File: src/rtl/debounce_bank.sv
// Bank of independent switch debouncers with edge pulses and hold-to-repeat.
// Each channel is a debounce_lane; the bank only fans the vectors out.
module debounce_lane #(
  parameter int CNT_W         = 16,
  parameter int SYNC_STAGES   = 2,
  parameter bit REPEAT_EN     = 1'b1,
  parameter int RPT_W         = 24,
  parameter int REPEAT_DELAY  = 8000000,
  parameter int REPEAT_PERIOD = 2000000
) (
  input  logic clk,
  input  logic reset,
  input  logic tick,
  input  logic noisy,
  output logic clean,
  output logic rise,
  output logic fall,
  output logic rpt
);
  typedef enum logic [1:0] {IDLE, WAIT_FIRST, REPEATING} rpt_state_t;

  logic [SYNC_STAGES-1:0] sync_q;
  logic [CNT_W-1:0]       cnt_q;
  logic                   s, qualify, rise_set, clean_nxt;

  always_ff @(posedge clk) begin
    if (reset) sync_q <= '0;
    else       sync_q <= {sync_q[SYNC_STAGES-2:0], noisy};
  end
  assign s = sync_q[SYNC_STAGES-1];

  // A differing sample only flips clean once the counter has saturated on a tick.
  assign qualify   = (s != clean) && tick && (cnt_q == '1);
  assign rise_set  = qualify & s;
  assign clean_nxt = qualify ? s : clean;

  always_ff @(posedge clk) begin
    if (reset) begin
      cnt_q <= '0;
      clean <= 1'b0;
      rise  <= 1'b0;
      fall  <= 1'b0;
    end else begin
      rise  <= rise_set;
      fall  <= qualify & ~s;
      clean <= clean_nxt;
      if (s == clean || qualify) cnt_q <= '0;
      else if (tick)             cnt_q <= cnt_q + 1'b1;
    end
  end

  generate
    if (REPEAT_EN) begin : g_rpt
      localparam logic [RPT_W-1:0] DLY_LAST = RPT_W'(REPEAT_DELAY - 1);
      localparam logic [RPT_W-1:0] PER_LAST = RPT_W'(REPEAT_PERIOD - 1);

      rpt_state_t       state_q, state_d;
      logic [RPT_W-1:0] rcnt_q, rcnt_d;
      logic             pulse_d, rpt_q;

      always_ff @(posedge clk) begin
        if (reset) begin
          state_q <= IDLE;
          rcnt_q  <= '0;
          rpt_q   <= 1'b0;
        end else begin
          state_q <= state_d;
          rcnt_q  <= rcnt_d;
          rpt_q   <= rise_set | pulse_d;
        end
      end

      // Enter WAIT_FIRST on the edge clean rises so the first repeat lands
      // exactly REPEAT_DELAY ticks after the rise pulse.
      always_comb begin
        state_d = state_q;
        rcnt_d  = rcnt_q;
        pulse_d = 1'b0;
        case (state_q)
          IDLE: if (rise_set) begin
            state_d = WAIT_FIRST;
            rcnt_d  = '0;
          end
          WAIT_FIRST: if (tick) begin
            if (rcnt_q == DLY_LAST) begin
              pulse_d = 1'b1;
              rcnt_d  = '0;
              state_d = REPEATING;
            end else rcnt_d = rcnt_q + 1'b1;
          end
          REPEATING: if (tick) begin
            if (rcnt_q == PER_LAST) begin
              pulse_d = 1'b1;
              rcnt_d  = '0;
            end else rcnt_d = rcnt_q + 1'b1;
          end
          default: state_d = IDLE;
        endcase
        // Release wins over a repeat due on the same edge.
        if (!clean_nxt) begin
          state_d = IDLE;
          rcnt_d  = '0;
          pulse_d = 1'b0;
        end
      end

      assign rpt = rpt_q;
    end else begin : g_no_rpt
      assign rpt = rise;
    end
  endgenerate
endmodule

module debounce_bank #(
  parameter int N             = 4,
  parameter int CNT_W         = 16,
  parameter int SYNC_STAGES   = 2,
  parameter bit REPEAT_EN     = 1'b1,
  parameter int RPT_W         = 24,
  parameter int REPEAT_DELAY  = 8000000,
  parameter int REPEAT_PERIOD = 2000000
) (
  input  logic         clk,
  input  logic         reset,
  input  logic         tick,
  input  logic [N-1:0] noisy,
  output logic [N-1:0] clean,
  output logic [N-1:0] rise,
  output logic [N-1:0] fall,
  output logic [N-1:0] rpt
);
  for (genvar i = 0; i < N; i++) begin : g_lane
    debounce_lane #(
      .CNT_W(CNT_W), .SYNC_STAGES(SYNC_STAGES), .REPEAT_EN(REPEAT_EN),
      .RPT_W(RPT_W), .REPEAT_DELAY(REPEAT_DELAY), .REPEAT_PERIOD(REPEAT_PERIOD)
    ) u_lane (
      .clk  (clk),
      .reset(reset),
      .tick (tick),
      .noisy(noisy[i]),
      .clean(clean[i]),
      .rise (rise[i]),
      .fall (fall[i]),
      .rpt  (rpt[i])
    );
  end
endmodule

File: config.mk
export PLATFORM = sky130hd
export DESIGN_NAME = debounce_bank
export DESIGN_NICKNAME = d
export VERILOG_FILES = /design/src/rtl/debounce_bank.sv
export SDC_FILE = /design/constraint.sdc
export NUM_CORES = 1
export LEC_CHECK = 0
export ABC_AREA = 1
export CORE_ASPECT_RATIO = 0.8
export CORE_MARGIN = 4
export CORE_UTILIZATION = 60
export DETAILED_ROUTE_END_ITERATION = 16
export DONT_BUFFER_PORTS = 1
export PLACE_DENSITY = 0.76
export SKIP_CTS_REPAIR_TIMING = 1
export SLEW_MARGIN = 40
export SYNTH_ARGS = -nofsm -noshare
export SYNTH_HDL_FRONTEND = slang
export SYNTH_SLANG_ARGS = --single-unit
export TNS_END_PERCENT = 1
File: constraint.sdc
create_clock -name clk -period 5.6 [get_ports clk]
set_clock_uncertainty 0.1 [all_clocks]
set_input_delay 0.28 -clock clk [delete_from_list [all_inputs] [get_ports clk]]
set_output_delay 0.28 -clock clk [all_outputs]
set_load 0.02 [all_outputs]
==> metrics.md, run 1 <==
| Metric | Value |
|---|---|
| DP HPWL | `roughly 18 mm` |
| GRT Util Overall | `0.245` |
| Tcrit/Tclk final | `0.477` |
| Number of flops mapped to enable cells by yosys | `0` |
| ANT nets after route | `0` |
| Worst hold path stage count | `3` |
| Critical Path Fanout Max | `22` |
| WL final | `roughly 25 mm` |
| Root buf cell | `clkbuf_16` |
| Critical-path cell list | `ha_1 -> nand2_2 -> nor2_4 -> nand2_1 -> nor2_4 -> nand3_2 -> nand2_2 -> nand3_2 -> nor2_2 -> nand2_1 -> a21oi_1` |
| Worst Setup SP | `g_lane[3].u_lane.cnt_q[0]` |
| Max VDD drop | `between 0.00015 and 0.0002 V` |
| Launching point of the worst reg2reg path | `g_lane[3].u_lane.cnt_q[0]` |
| H-Tree Depth | `4` |
| DRT Pass-1 Iters | `6` |
| Crit Path Category | `register to register` |
| Residual DRC count | `0` |
| RSZ-0062 raised after global routing | `false` |
| Hold_ws | `-0.00636 ns` |
| Post-synthesis adder-cell area fraction | `0.0259` |
| Initial DRC Count | `1113` |
| Critical Path Sink Type | `register` |
| Largest net degree at the start of global routing | `33` |
| Hold Violations, Final | `2` |
| R2R Path End | `g_lane[3].u_lane.g_rpt.rcnt_q[19]` |
| Setup_tns | `0 ns` |
| Vias in the first global route | `slightly above 9000` |
| Most used DFF post-synth | `dfxtp_1` |
| Initial core utilization | `0.612` |
| Clk sinks | `roughly 190` |
| Site Rows | `44` |
| Number of synthesized register bits | `~190` |
| Area Growth Syn to Fin | `5.15%` |
| Die X | `between 150 and 200 µm` |
| Die ar. | `between 0.02 and 0.025 mm²` |
| Worst slew margin | `0.478` |
| Largest family of logic cells by synthesized area | `simple AND/OR/NAND/NOR gates` |
| Minimum clock period | `between 2 and 3 ns` |
| TritonCTS clock tree | `built` |
| CTS Buffer Depth | `2` |
| Failing checks | `hold timing` |
| Antenna diodes | `0` |
| Final setup violating endpoints | `0` |
| Total vias in the final route | `about 10000` |
| Reg2reg setup slack | `2.93 ns` |
| Sequential cell area fraction in the yosys report | `0.346` |
| R2R cell count | `11` |
| Slowest library cell on the worst path | `nor2_2` |
| First-pass GRT wire length | `approximately 43 mm` |
| Asr flop ratio synth | `0` |
| Routed length on met3 | `approximately 1.9 mm` |
| Syn Inst Count | `between 1500 and 2000` |
| Post-Synth Simple-Gate Area | `0.383` |
| Setup crit end | `g_lane[3].u_lane.g_rpt.rcnt_q[19]` |
| Status | `finished with violations` |
| Yosys cell types | `41` |
| Core area | `around 0.018 mm²` |
| Final GP Congestion | `between 0.9 and 1` |
| Syn avg cell area | `6.53 µm²` |
| Xor-xnor portion of the synthesized cell area | `0.0701` |
| WL/cell | `between 10 and 15 µm` |
| Syn Std Cell Area | `0.0111 mm²` |
| Routed met2 length | `about 10 mm` |
| Critical Path AT | `between 2 and 3 ns` |
| Synth Area in Compound Gates | `0.0801` |
| Synthesized Nets | `1734` |
| Fin nets | `1700` |
| Pin slew with the least headroom to its limit | `between 0.7 and 0.8 ns` |
| Final Max Tran Viols | `0` |
| Min-Delay Path Class | `primary input to register` |
| Pleak | `3.84 nW` |
| Max Used Layer | `met4` |
| CP Launch Type | `register` |
| Mux cell area share after synthesis | `0` |
| Achievable frequency | `approximately 370 MHz` |
| CTS clk-pin slew, worst paths | `~0.070 ns` |
| Layout cell share with drive strength beyond 1 | `0.0469` |
| Die Ht | `around 130 µm` |
| TritonCTS buffer count | `17` |
| Drt via density | `~5.4` |
| Clock latency on the worst-skew pair | `between 0.4 and 0.5 ns` |
| Initial antenna violation count | `0` |
| WL met1 | `around 13 mm` |
| Remaining global-route overflow | `0` |
| PortBufs | `0` |
| Cell Pwr Density | `~220 mW/mm²` |
| Critical Path RT | `slightly below 6 ns` |
| YS warnings | `0` |
| Final Power | `between 2 and 3 mW` |
| Io pins | `23` |
| MaxCap Viol Count | `0` |
| Max stage delay on crit path | `0.59 ns` |
worst min path at each step:
stage,start,end
floorplan,noisy[0],g_lane[0].u_lane.sync_q[0]
global placement,reset,g_lane[0].u_lane.sync_q[0]
detailed placement,reset,g_lane[0].u_lane.sync_q[0]
CTS,reset,g_lane[0].u_lane.sync_q[0]
global route,tick,g_lane[2].u_lane.cnt_q[8]
finish,tick,g_lane[1].u_lane.cnt_q[2]
per-layer routing:
metal | vias to the layer above | GRT usage
met5 | - | 0
met4 | 0 | 0.0486
met3 | 18 | 0.0489
met2 | 352 | 0.364
met1 | 4676 | 0.371
li1 | 5362 | -
cell usage in the layout, fill, tap and decap left out, drive strengths merged, types with 35 or more instances in the layout:
cell / instances
dfxtp: 192
nand3: 144
nor3: 35
nand4: 53
nand2: 441
nor2: 291
xor2: 58
o21ai: 46
a21oi: 114
inv: 192
registers in the layout, summed over array words and instances (netlist names):
signal,cells
g_lane.u_lane.fall,4
g_lane.u_lane.rpt,4
g_lane.u_lane.cnt_q,64
g_lane.u_lane.g_rpt.state_q,8
g_lane.u_lane.rise,4
g_lane.u_lane.sync_q,8
g_lane.u_lane.clean,4
g_lane.u_lane.g_rpt.rcnt_q,96
layout make-up:
cell class	instances	area, µm²
fill	1645	6470
inverter	186	701
clock inverter	14	141
sequential	192	3840
multi-input combinational	1267	6220
clock buffer	18	439
tap	230	288
timing repair buffer	6	60.1
report_power, final:
part | switching (mW) | total, mW | internal, mW
clock | 0.590 | 1.20 | 0.607
combinational | 0.0152 | 0.0221 | 0.00683
sequential | 0.00238 | 1.37 | 1.37
total | 0.608 | 2.59 | 1.98
metrics by stage:
stage	hold WS [ns]	cell area (µm²)	utilization	setup slack [ns]	instances
2_1_floorplan	0.287	11100	-	3.75	1704
3_3_place_gp	0.254	11100	0.608	3.05	1875
3_5_place_dp	0.255	11100	0.608	2.93	1875
4_1_cts	-0.209	11600	0.640	2.92	1907
5_1_grt	0.00852	11700	0.644	2.66	1913
6_report	-0.00636	11700	0.644	2.93	1913
cells in the mapped netlist (all sizes together), types with 6 or more instances:
cell type | n | area [µm²]
nor3 | 35 | 175
nor2 | 291 | 1150
nand3b | 6 | 45.0
nand2 | 441 | 1680
xor2 | 58 | 508
xnor2 | 31 | 272
ha | 23 | 288
or2 | 8 | 50.1
dfxtp | 192 | 3840
nand3 | 144 | 763
o21ai | 46 | 234
buf | 44 | 303
inv | 183 | 687
clkbuf | 15 | 56.3
a21oi | 114 | 597
nand4 | 53 | 332
critical path: cells and delay by family (launching register included):
kind	cells	cell delay, ns
adders and majority gates	1	0.21
AOI/OAI and AO/OA	1	0.16
and+or+nand+nor	9	1.74
DFF	1	0.38
cell families (layout without fill, tap and decap cells):
group / Yosys count / in the layout
AO/OA/AOI/OAI: 168 / 168
buffers and inverters: 245 / 224
AND/OR/NAND/NOR: 987 / 987
adder cells (fa/ha/maj): 23 / 23
flip-flops: 192 / 192
XOR/XNOR: 89 / 89
Note: power is estimated with default switching activity, not from simulation.
==> run 2, diff against run 1 <==
- CORE_UTILIZATION: 60 -> 58
- clock period: 5.6 -> 2.4 ns (I/O delays scaled with it)
==> run 2 against run 1 <==
The run still ends with hold timing left. Clock power rose to 2.7 times the previous value. Wire length grew 3.2%. Maximum frequency increased by 23%. Sequential share of layout area fell by 1.1 points. Non-clock buffer count increased by 35. Register-to-register slack got worse by 2.7 ns. Final area increased by 3.4%. Critical path depth grew 1. Critical endpoint is now g_lane[0].u_lane.g_rpt.rcnt_q[5].
==> metrics.md, run 2 (same netlist as run 1, synthesis figures left out) <==
| Metric | Value |
|---|---|
| Status | `finished with violations` |
| Failing checks | `hold timing` |
| Vias in the first global route | `9312 (+2.4%)` |
| Max reg flops | `96 (unchanged)` |
| Hold_ws | `-0.0449 ns (-0.0385 ns)` |
| PortBufs | `0 (unchanged)` |
| WL final | `26.1 mm (+3.2%)` |
| Slowest library cell on the worst path | `dfxtp_1` |
| First-pass GRT wire length | `43.8 mm (+1.9%)` |
| Pin slew with the least headroom to its limit | `0.823 ns (+0.0428 ns)` |
| Tcrit/Tclk final | `0.904 (+0.427)` |
| Cell Pwr Density | `535 mW/mm² (+140%)` |
| MaxCap Viol Count | `0 (unchanged)` |
| Max stage delay on crit path | `0.39 ns (-0.20 ns)` |
| Worst path top cell family by delay | `simple AND/OR/NAND/NOR gates` |
| DP HPWL | `18.7 mm (+2.4%)` |
| Critical Path AT | `2.40 ns (-0.53 ns)` |
| Worst setup margin | `0.230 ns (-2.70 ns)` |
| Pleak | `4.05 nW (+5.4%)` |
| Initial antenna violation count | `1 (+1)` |
| Clock latency on the worst-skew pair | `0.44 ns (about the same)` |
| Final Max Tran Viols | `0 (unchanged)` |
| DRT Pass-1 Iters | `5 (-1)` |
| Area Growth Syn to Fin | `8.72%` |
| Die X | `163 µm (+1.6%)` |
| WL/cell | `13.2 µm (about the same)` |
| Final core occ | `0.639 (-0.00458)` |
| Die Ht | `132 µm (+1.6%)` |
| TritonCTS buffer count | `17 (unchanged)` |
| Remaining global-route overflow | `0 (unchanged)` |
| CP dominant cell by count | `nand2_1` |
| Clk sinks | `192 (unchanged)` |
| Residual DRC count | `0 (unchanged)` |
| ANT nets after route | `0 (unchanged)` |
| Fin nets | `1735 (+2.1%)` |
| RSZ-0062 raised after global routing | `false` |
| CP Launch Type | `register` |
| Largest regs | `g_lane.u_lane.g_rpt.rcnt_q x96, g_lane.u_lane.cnt_q x64` |
| Io pins | `23 (unchanged)` |
| Achievable frequency | `461 MHz (+23%)` |
| Worst slew margin | `0.449 (-0.0286)` |
| Register area | `0.00384 mm² (unchanged)` |
| Total vias in the final route | `10500 (+1.1%)` |
| Critical Path Sink Type | `register` |
| Drt via density | `5.32 (-2.2%)` |
| Setup slack after placement | `0.143 ns (-2.79 ns)` |
| Min-Delay Path Class | `primary input to register` |
| Root buf cell | `clkbuf_16` |
| Max VDD drop | `0.000539 V (+210%)` |
| H-Tree Depth | `4 (unchanged)` |
| CTS Buffer Depth | `2 (unchanged)` |
| Critical Path Fanout Max | `7 (-68%)` |
| Hold Violations, Final | `3 (+1)` |
| Crit Path Category | `register to register` |
| Commonest non-fill, non-tap cell in the layout | `nand2_1` |
| Commonest non-fill, non-tap cells in the layout | `434 x nand2_1, 280 x nor2_1, 192 x dfxtp_1` |
| Critical-path cell list | `ha_1 -> nand2_1 -> nor2_1 -> nand2_1 -> inv_1 -> nand3_1 -> nand2_1 -> nand2_1 -> nand2_1 -> nand2_1 -> o21ai_0 -> nor2_1` |
| Site Rows | `45 (+2.3%)` |
| GRT Util Overall | `0.241 (-0.00390)` |
| # fillers | `1716 (+4.3%)` |
| Crit path buf inv count | `1 (+1)` |
| Final GP Congestion | `1.01 (+0.68%)` |
| Most flops, register | `g_lane.u_lane.g_rpt.rcnt_q` |
| Antenna diodes | `0 (unchanged)` |
| Setup_tns | `0 ns (unchanged)` |
| CTS clk-pin slew, worst paths | `0.08 ns (about the same)` |
| Die ar. | `0.0215 mm² (+3.3%)` |
| Final setup violating endpoints | `0 (unchanged)` |
| Layout cell share with drive strength beyond 1 | `0.0658 (+0.0188)` |
| Initial core utilization | `0.588 (-0.0243)` |
| Core area | `0.0189 mm² (+4.1%)` |
| Multi-input gate area | `0.00623 mm² (about the same)` |
| Initial DRC Count | `990 (-11%)` |
| Minimum clock period | `2.17 ns (-0.502 ns)` |
| Largest net degree at the start of global routing | `33 (unchanged)` |
| Critical Path RT | `2.63 ns (-3.23 ns)` |
| TritonCTS clock tree | `built` |
run 2: cell count changes in the layout (fill, tap and decap cells not counted), moves of 2 or more:
cell	before	now
inv_6	4	2
inv_8	5	0
buf_4	0	34
bufinv_16	0	5
run 2: per-stage QoR:
stage	hold WS [ns]	area, µm²	instances	power [mW]
finish	-0.0449	12100	1976	6.47
global route	0.00851	12100	1976	6.65
CTS	-0.369	12000	1969	6.50
detailed placement	0.0953	11300	1937	3.31
global placement	0.0946	11300	1937	3.31
floorplan	0.127	11100	1704	3.31
run 2: final cells by class:
cell class	count	area share
clock buffer	20	0.0378
timing repair buffer	41	0.0277
sequential	192	0.318
tap	258	0.0267
multi-input combinational	1267	0.515
clock inverter	12	0.0170
inverter	186	0.0579
run 2: final timing paths:
| check | from | end | slack [ns] | cells past startpoint |
|---|---|---|---|---|
| max | g_lane[0].u_lane.g_rpt.rcnt_q[1] | g_lane[0].u_lane.g_rpt.rcnt_q[5] | 0.23 | 12 |
| min | tick | g_lane[1].u_lane.cnt_q[11] | -0.04 | 4 |
| max reg2reg | g_lane[0].u_lane.g_rpt.rcnt_q[1] | g_lane[0].u_lane.g_rpt.rcnt_q[5] | 0.23 | 12 |
| min reg2reg | g_lane[3].u_lane.sync_q[0] | g_lane[3].u_lane.sync_q[1] | 0.31 | 2 |
run 2: tightest hold or removal path: stages:
cell,delay (ns)
nand4_1,0.09
nor2_1,0.07
xnor2_1,0.13
nor2_1,0.04
run 2: per-layer routing:
| metal | routed length (µm) | global-route usage |
|---|---|---|
| met1 | 13000 | 0.359 |
| met2 | 11000 | 0.354 |
| met3 | 1870 | 0.0560 |
| met4 | 239 | 0.0564 |
| met5 | 0 | 0 |
run 2: power by group:
part	internal, mW	switching [mW]	total (mW)	leakage, nW
Sequential	3.19	0.00541	3.20	1.55
Clock	1.92	1.29	3.21	0.317
Combinational	0.0229	0.0437	0.0667	2.19
